### src/rtl/regfile_param.sv
// Parametrised DW x 2**AW register file: one byte-strobed write port and two registered read ports.
// Optional write-to-read forwarding is enabled by defining REGFILE_BYPASS_EN.
module regfile_param #(
    parameter int unsigned DW       = 8,
    parameter int unsigned AW       = 3,
    parameter int unsigned ZERO_REG = 0
) (
    input  logic              clk,
    input  logic              clr_n,
    input  logic              clr,
    input  logic              we,
    input  logic [AW-1:0]     waddr,
    input  logic [DW-1:0]     wdata,
    input  logic [DW/8-1:0]   wstrb,
    input  logic              re_a,
    input  logic [AW-1:0]     raddr_a,
    output logic [DW-1:0]     rdata_a,
    input  logic              re_b,
    input  logic [AW-1:0]     raddr_b,
    output logic [DW-1:0]     rdata_b
);

    localparam int unsigned DEPTH = 2 ** AW;
    localparam int unsigned NB    = DW / 8;

    if (((DW % 8) != 0) || (DW == 0)) begin : g_bad_dw
        $error("regfile_param: DW must be a non-zero multiple of 8");
    end

    logic [DEPTH-1:0][DW-1:0] r_mem;
    logic [DW-1:0]            r_rdata_a;
    logic [DW-1:0]            r_rdata_b;

    logic [DW-1:0]            w_old;
    logic [DW-1:0]            w_merged;
    logic [DW-1:0]            w_rd_a;
    logic [DW-1:0]            w_rd_b;
    logic                     w_zero_wa;
    logic                     w_wr_en;

    // Entry 0 is never written when hardwired, so its storage stays at its reset value of zero.
    assign w_zero_wa = (ZERO_REG != 0) && (waddr == '0);
    assign w_wr_en   = we && (wstrb != '0) && !w_zero_wa;
    assign w_old     = r_mem[waddr];

    for (genvar g = 0; g < NB; g++) begin : g_merge
        assign w_merged[8*g +: 8] = wstrb[g] ? wdata[8*g +: 8] : w_old[8*g +: 8];
    end

    for (genvar e = 0; e < DEPTH; e++) begin : g_entry
        always_ff @(posedge clk or negedge clr_n) begin
            if (!clr_n) begin
                r_mem[e] <= '0;
            end else if (clr) begin
                r_mem[e] <= '0;
            end else if (w_wr_en && (waddr == AW'(e))) begin
                r_mem[e] <= w_merged;
            end
        end
    end

    // Read-side value; the hardwired-zero rule is applied last so it overrides forwarding.
    always_comb begin
        w_rd_a = r_mem[raddr_a];
        w_rd_b = r_mem[raddr_b];
`ifdef REGFILE_BYPASS_EN
        if (we && (raddr_a == waddr)) begin
            w_rd_a = w_merged;
        end
        if (we && (raddr_b == waddr)) begin
            w_rd_b = w_merged;
        end
`endif
        if ((ZERO_REG != 0) && (raddr_a == '0)) begin
            w_rd_a = '0;
        end
        if ((ZERO_REG != 0) && (raddr_b == '0)) begin
            w_rd_b = '0;
        end
    end

    always_ff @(posedge clk or negedge clr_n) begin
        if (!clr_n) begin
            r_rdata_a <= '0;
            r_rdata_b <= '0;
        end else if (clr) begin
            r_rdata_a <= '0;
            r_rdata_b <= '0;
        end else begin
            if (re_a) begin
                r_rdata_a <= w_rd_a;
            end
            if (re_b) begin
                r_rdata_b <= w_rd_b;
            end
        end
    end

    assign rdata_a = r_rdata_a;
    assign rdata_b = r_rdata_b;

endmodule

### config.mk
export PLATFORM = sky130hd
export DESIGN_NAME = regfile_param
export DESIGN_NICKNAME = d
export VERILOG_FILES = /design/src/rtl/regfile_param.sv
export SDC_FILE = /design/constraint.sdc
export NUM_CORES = 1
export LEC_CHECK = 0
export BUFFER_PORTS_ARGS = -buffer_cell sky130_fd_sc_hd__clkbuf_2
export CAP_MARGIN = 15
export CORE_MARGIN = 2
export CORE_UTILIZATION = 30
export DETAILED_ROUTE_END_ITERATION = 10
export GPL_TIMING_DRIVEN = 1
export SLEW_MARGIN = 10
export SYNTH_ARGS = -nofsm -noshare
export SYNTH_HDL_FRONTEND = slang
export SYNTH_SLANG_ARGS = --single-unit
export TNS_END_PERCENT = 20
### constraint.sdc
create_clock -name clk -period 2 [get_ports clk]
set_input_delay 0.5 -clock clk [delete_from_list [all_inputs] [get_ports clk]]
set_output_delay 0.5 -clock clk [all_outputs]
set_load 0.01 [all_outputs]
Yosys cells after proc, flatten, opt, wreduce, memory -nomap -nowiden
Index checks and enable logic that the tools add are counted.
Word-level totals
  bits in registers: 80
  latch bits: 0
  bits in writable memories: 0
  memory bits (read-only): 0
  input port bits: 24
  output and inout bits: 16
  memories: 0
Operators by class
  add/sub/neg operators: 0
  multiply operators: 0
  divide/modulo/power cells: 0
  $lt $le $gt $ge: 3
  equal/unequal tests: 7
  shift-type cells: 0
  multiplexer cells: 27
  bitwise gates (word level): 0
  reduce and logical (&&, ||, !) cells: 20
Operators with widths (number)
  $mux 8: 24
  $bmux 8 s3: 3
  $reduce_bool 2->1: 10
  $eq 3x3->1 const B: 4
  $lt 3x4->1 const B: 3
  $logic_and 1x1->1: 9
  $eq 3x2->1 const B: 2
  $eq 3x1->1 const B: 1
  $logic_not 3->1: 1

Longest topological paths before layout
Gate-level depths: netlist of the first run.
  depth after elaboration: 5
  mapped depth: 6

Worst setup path before layout of the first run
Ideal clock, no wire load.
  path kind: in2reg
  start point: in waddr[0]
  end point: reg r_mem[11] (netlist name)
  setup time: 0.125 ns
  arrival time: 1.644 ns
  data required time: 1.875 ns
  path slack: 0.231 ns
  stages: 5
  buffers on the path: 2
  path through: buf_4 and4bb_2 buf_6 a21oi_1 mux2_2
On the way
  cells in the longest elaborated chain, start to end: 5
RTL lines
  start: declaration: RTL line 12  | input logic [AW-1:0] waddr,
  $bmux 8 s3: RTL line 44  | assign w_old = r_mem[waddr];
  $mux 8 (not written as such): RTL line 44
  $mux 8: RTL line 47  | assign w_merged[8*g +: 8] = wstrb[g] ? wdata[8*g +: 8] : w_old[8*g +: 8];
  $mux 8: RTL line 56  | end else if (w_wr_en && (waddr == AW'(e))) begin
  $mux 8: RTL line 54  | end else if (clr) begin
  end signal: indexed assignment: RTL line 57  | r_mem[e] <= w_merged;
  end: declaration: RTL line 30  | logic [DEPTH-1:0][DW-1:0] r_mem;
Several ways; a longest one is shown, not always the timed one. The select of a mux whose other input is x is not followed.
A chain may end at the register's enable or synchronous reset.

Final worst setup path of the first run
  start point: in wstrb
  end point: reg r_mem[23] (netlist name)
On the way
  cells in the longest elaborated chain, start to end: 3
RTL lines
  start: declaration: RTL line 14  | input logic [DW/8-1:0] wstrb,
  $mux 8 / $logic_and 1x1->1 (equally long branches): RTL line 47, 43
  $mux 8 / $logic_and 1x1->1 (equally long branches): RTL line 56
  $mux 8 / $reduce_bool 2->1 (equally long branches)
Several ways; a longest one is shown, not always the timed one. The select of a mux whose other input is x is not followed.

==> results of run 1 <==
-- state kept, by name (all words and copies together), names as in the netlist --
| signal | flops |
|---|---|
| rdata_b | 8 |
| r_mem | 64 |
| rdata_a | 8 |
-- routing by layer --
metal  GRT usage  up-vias
met4      0.0597        0
met1       0.234     1677
li1            -     1558
met2       0.254      111
met3      0.0302       21
met5           0        -
-- cells in the mapped netlist, drive strengths merged --
cell	n	area [um2]
mux2i	35	350
nor3b	1	7.51
mux2	37	417
a21oi	12	67.6
and4b	1	10.0
nand2b	11	68.8
inv	6	22.5
buf	17	143
nor2b	6	45.0
and3	2	12.5
a211oi	17	128
nand2	19	71.3
clkbuf	13	48.8
a221o	16	160
nand3	3	15.0
nor2	25	93.8
nor4b	1	23.8
a31oi	2	12.5
dfrtp	80	2000
nand3b	7	52.6
o21ai	16	80.1
o22ai	16	100
or3	1	6.26
nor3	1	5.00
a22o	36	315
a311oi	2	17.5
and4bb	2	25.0
-- final timing paths --
path / endpoint / cells after the start / start / slack (ns)
max: r_mem[23]$_DFFE_PN0P_ / 5 / wstrb / 0.41
min: rdata_b[5]$_DFFE_PN0P_ / 1 / clr_n / 0.1
max reg2reg: rdata_a[2]$_DFFE_PN0P_ / 4 / r_mem[58]$_DFFE_PN0P_ / 0.66
min reg2reg: r_mem[41]$_DFFE_PN0P_ / 2 / r_mem[41]$_DFFE_PN0P_ / 0.51
max in group asynchronous: r_mem[34]$_DFFE_PN0P_ / 2 / clr_n / 1.32
min in group clk: r_mem[36]$_DFFE_PN0P_ / 3 / wdata[4] / 0.43
-- power breakdown --
part / switching [W] / internal [W] / total (W) / leakage [nW]
registers: 0.0000370 / 0.00167 / 0.00171 / 1.09
logic: 0.000307 / 0.000215 / 0.000522 / 1.12
clock network: 0.000710 / 0.000983 / 0.00169 / 0.144
-- cells by family (layout without fill, tap and decap cells) --
group / count (synthesis) / in the layout / share of synthesized area
compound gates: 117 / 117 / 0.205
flops: 80 / 80 / 0.466
mux: 72 / 72 / 0.178
simple gates: 80 / 80 / 0.102
buf+inv: 36 / 89 / 0.0498
-- stage by stage --
stage / cell area [um2] / util / power [W]
global placement: 4790 / 0.344 / 0.00225
global route: 5100 / 0.366 / 0.00408
detailed placement: 4790 / 0.344 / 0.00226
CTS: 5100 / 0.366 / 0.00395
floorplan: 4300 / - / 0.00204
finish: 5100 / 0.366 / 0.00392
-- critical path, cell delays in order --
cell and delay (ns):
clkbuf_2 0.22, nand3_1 0.17, or3_1 0.47, nor2b_4 0.20, a22o_1 0.24
-- final cells by class --
cell class / instances / share of cell area
timing repair buffer: 67 / 0.0899
clock buffer: 9 / 0.0442
sequential: 80 / 0.393
inverter: 6 / 0.00442
clock inverter: 7 / 0.0155
tap: 180 / 0.0442
multi-input combinational: 269 / 0.409
==> impl_results.md, run 1 <==
- Multi-input logic area: 2080 um2
- Met3 Wirelength: 802 um
- Post-CTS Setup Inserts: 0
- Critical path data arrival time: 1.82 ns
- Max layer used: met4
- Synth warnings: 0
- Commonest non-fill, non-tap cell in the layout: dfrtp_1
- Syn_nets: 409
- Total grt overflow: 0
- Crit-path max FO: 11
- Clk slew on worst S/H paths: 0.07 ns
- Drt total wl: 12.0 mm
- Share of cells above drive strength 1: 0.288
- Hold buffers post-CTS: 0
- Placed instance count: 602
- Rows: 43
- Final Max Slew Viols: 0
- Vias in the first global route: 3379
- Count of final setup violators: 0
- Status: finished clean
- Min Hold Slack: 0.0953 ns
- Final hold viol count: 0
- Worst-case clock skew: 0.00728 ns
- WL/cell: 19.4 um
- Pleak: 2.36 nW
- Fmax: 628 MHz
- Metal-1 WL: 5.40 mm
- DIE AREA: 15300 um2
- Measured slew at the worst slew-check pin: 0.824 ns
- Clk root buf: clkbuf_16
- Via/cell ratio: 5.45
- Sequential Area: 2000 um2
- Setup CP Type: input pin to flop
- Post-Synthesis Mean Instance Area: 11.2 um2
- Die X: 124 um
- First DRT Iteration DRCs: 256
- CTS Buf Count: 9
- Htree depth: 3
- CTS tree: built
- Synth unique cells: 32
- Pre-antenna DRT Iters: 4
- Initial antenna violation count: 0
- Initial Util: 0.309
- RSZ-0062 raised after global routing: no
- P per Cell Area: 770 nW/um2
- Synthesized area: 4300 um2
- Critical Path Start Type: input pin
- Area Growth Syn to Fin: 18.5%
- Critical Path End Type: flop
- Clk Latency, worst-skew pair: 0.34 ns
- Largest net degree at the start of global routing: 34
- Clock sink count: 80
- # DRC: 0
- Fin Setup TNS: 0 ns
- First-pass GRT wire length: 18.9 mm
- Pre-CTS setup slack: 0.0689 ns
- Die H: 124 um
- GPL Wtd Cong: 0.850
- Max_slew headroom: 0.450
- Fin nets: 457
- Via count: 3367
- Hpwl dp: 8.57 mm
- WP data required: 2.23 ns
- Antenna-violating nets left: 0
- Tot GR Track Use: 0.166
- Fillers: 1360
- # IOs: 40
- Fin crit share: 0.796
- Met2 wire len: 5.50 mm
- Seq/Total Area, Yosys: 0.466
- Antenna cells: 0
- Minimum clock period after layout: 1.59 ns
- Max Cap Viol: 0
- Clock buffer depth: 2
- Port bufs: 39
- CORE AREA: 13900 um2
- Final worst slack: 0.408 ns
- Peak supply drop: 0.000555 V
- Seq cells post-synth: 80
- Post_cts resized: 0
- Mapped Cells: 385
- Hold Path Class: input pin to asynchronous set/reset pin
- Most frequent cells in the layout: dfrtp_1 (80), clkbuf_2 (38), mux2_2 (37)
- Layout Cells excl Fill: 618
(Power assumes the default switching activity.)
==> run 2, diff against run 1 <==
clock period = 1.6 ns   (was 2 ns; I/O delays follow)
==> run 2 against run 1 <==
Compared with the run above:
- non-clock buffer count up 15
- clock skew down 0.00098 ns
- global-route usage about the same
- register-to-register slack lost 0.44 ns
- die area unchanged
- worst hold slack worse by 0.026 ns
- combinational power increased by 33%
- critical endpoint is now rdata_a[1]$_DFFE_PN0P_
==> impl_results.md, run 2 (synthesis gave the netlist of run 1 again) <==
- Max FFs per register: 64 (unchanged)
- # DRC: 0 (unchanged)
- Tot GR Track Use: 0.166 (about the same)
- First-pass GRT wire length: 19.1 mm (+0.73%)
- Clock sink count: 80 (unchanged)
- Measured slew at the worst slew-check pin: 0.838 ns (+0.0136 ns)
- Htree depth: 3 (unchanged)
- Placed instance count: 617 (+2.5%)
- Critical path data arrival time: 1.62 ns (-0.20 ns)
- Largest net degree at the start of global routing: 81 (+140%)
- CORE AREA: 13900 um2 (unchanged)
- Worst-case clock skew: 0.00630 ns (-0.000979 ns)
- Area Growth Syn to Fin: 23.8%
- Max Cap Viol: 0 (unchanged)
- Minimum clock period after layout: 1.42 ns
- Layout Cells excl Fill: 633 (+2.4%)
- First DRT Iteration DRCs: 298 (+16%)
- Fin crit share: 0.886
- Pleak: 2.47 nW (+5.0%)
- P per Cell Area: 985 nW/um2 (+28%)
- Critical Path Start Type: input pin
- Crit-path max FO: 18 (+7)
- # IOs: 40 (unchanged)
- Count of final setup violators: 0 (unchanged)
- Antenna cells: 0 (unchanged)
- Final hold viol count: 0 (unchanged)
- Drt total wl: 12.1 mm (+0.57%)
- Final core utilization: 0.382 (+0.0163)
- Status: finished clean
- WL/cell: 19.0 um (-1.8%)
- Antenna-violating nets left: 0 (unchanged)
- Rows: 43 (unchanged)
- RSZ-0062 raised after global routing: no
- Die H: 124 um (unchanged)
- Port bufs: 39 (unchanged)
- Die X: 124 um (unchanged)
- Via/cell ratio: 5.39 (-1.2%)
- Peak supply drop: 0.000547 V (-1.3%)
- Setup CP Type: input pin to flop
- Multi-input logic area: 2090 um2 (+0.18%)
- DIE AREA: 15300 um2 (unchanged)
- Vias in the first global route: 3426 (+1.4%)
- Fillers: 1346 (-1.0%)
- Most frequent cells in the layout: dfrtp_1 (80), clkbuf_2 (38), mux2_2 (37)
- Via count: 3409 (+1.2%)
- Hpwl dp: 8.81 mm (+2.9%)
- Slowest Stage Delay on Critical Path: 0.35 ns (-0.12 ns)
- Post_cts resized: 0 (unchanged)
- Clk root buf: clkbuf_16
- Final Max Slew Viols: 0 (unchanged)
- Fin nets: 472 (+3.3%)
- Sequential Area: 2000 um2 (unchanged)
- Total grt overflow: 0 (unchanged)
- CTS tree: built
- WP data required: 1.80 ns (-0.43 ns)
- Clk Latency, worst-skew pair: 0.33 ns (about the same)
- Critical Path End Type: flop
- GPL Wtd Cong: 0.826 (-2.8%)
- Share of cells above drive strength 1: 0.313 (+0.0258)
- Register bank with the most flops: r_mem
- Fmax: 705 MHz
- Pre-antenna DRT Iters: 5 (+1)
- CTS Buf Count: 9 (unchanged)
- CP Cell Sequence: clkbuf_2, buf_12, mux2_2, o22ai_1, a221o_1, a211oi_1
- Hold Path Class: input pin to asynchronous set/reset pin
- Initial antenna violation count: 0 (unchanged)
- Initial Util: 0.309 (unchanged)
- Commonest non-fill, non-tap cell in the layout: dfrtp_1
- Max_slew headroom: 0.441 (-0.00906)
- Clk slew on worst S/H paths: 0.06 ns (about the same)
- Post-CTS Setup Inserts: 0 (unchanged)
- Slowest library cell on the worst path: mux2_2
- Hold buffers post-CTS: 0 (unchanged)
- Min Hold Slack: 0.0693 ns (-0.0260 ns)
- Clock buffer depth: 2 (unchanged)
run 2: power breakdown:
group	switching, W	leakage (nW)	internal, W	total (W)
Sequential	0.0000481	1.09	0.00209	0.00214
Combinational	0.000390	1.22	0.000306	0.000696
Clock	0.000839	0.165	0.00157	0.00241
Total	0.00128	2.47	0.00397	0.00525
run 2: worst max-delay path, delay by kind of cell:
family | cells | cell delay (ns)
AO/OA/AOI/OAI | 3 | 0.57
buffers and inverters | 2 | 0.28
multiplexers | 1 | 0.35
run 2: per-layer routing:
metal | part of all wire | up-vias | global-route usage
met4 | 0.0069 | 0 | 0.0355
met1 | 0.45 | 1681 | 0.229
met5 | 0 | - | 0
met3 | 0.071 | 12 | 0.0412
met2 | 0.47 | 128 | 0.264
li1 | - | 1588 | -
run 2: final timing paths:
kind | startpoint | to | slack [ns] | cells past startpoint
max | raddr_a[1] | rdata_a[1]$_DFFE_PN0P_ | 0.18 | 6
min | clr_n | rdata_b[2]$_DFFE_PN0P_ | 0.07 | 2
max reg2reg | r_mem[49]$_DFFE_PN0P_ | rdata_a[1]$_DFFE_PN0P_ | 0.22 | 4
min reg2reg | r_mem[41]$_DFFE_PN0P_ | r_mem[41]$_DFFE_PN0P_ | 0.51 | 2
max in group asynchronous | clr_n | r_mem[62]$_DFFE_PN0P_ | 1.18 | 2
min in group clk | wdata[4] | r_mem[36]$_DFFE_PN0P_ | 0.31 | 3
run 2: final cells by class:
class,instances,share of cell area
Clock inverter,6,0.0214
Sequential cell,80,0.376
Inverter,6,0.00423
Timing Repair Buffer,82,0.119
Multi-Input combinational cell,269,0.392
Clock buffer,10,0.0449
Tap cell,180,0.0423
run 2: per-stage QoR:
stage | setup TNS, ns | area, um2 | setup slack (ns) | total power, W
after detailed placement | -2.78 | 4970 | -0.136 | 0.00287
after floorplan | -0.0890 | 4300 | -0.0479 | 0.00255
after CTS | 0 | 5320 | 0.219 | 0.00529
after global routing | 0 | 5320 | 0.146 | 0.00543
final | 0 | 5320 | 0.182 | 0.00525
after global placement | -2.05 | 4970 | -0.120 | 0.00286
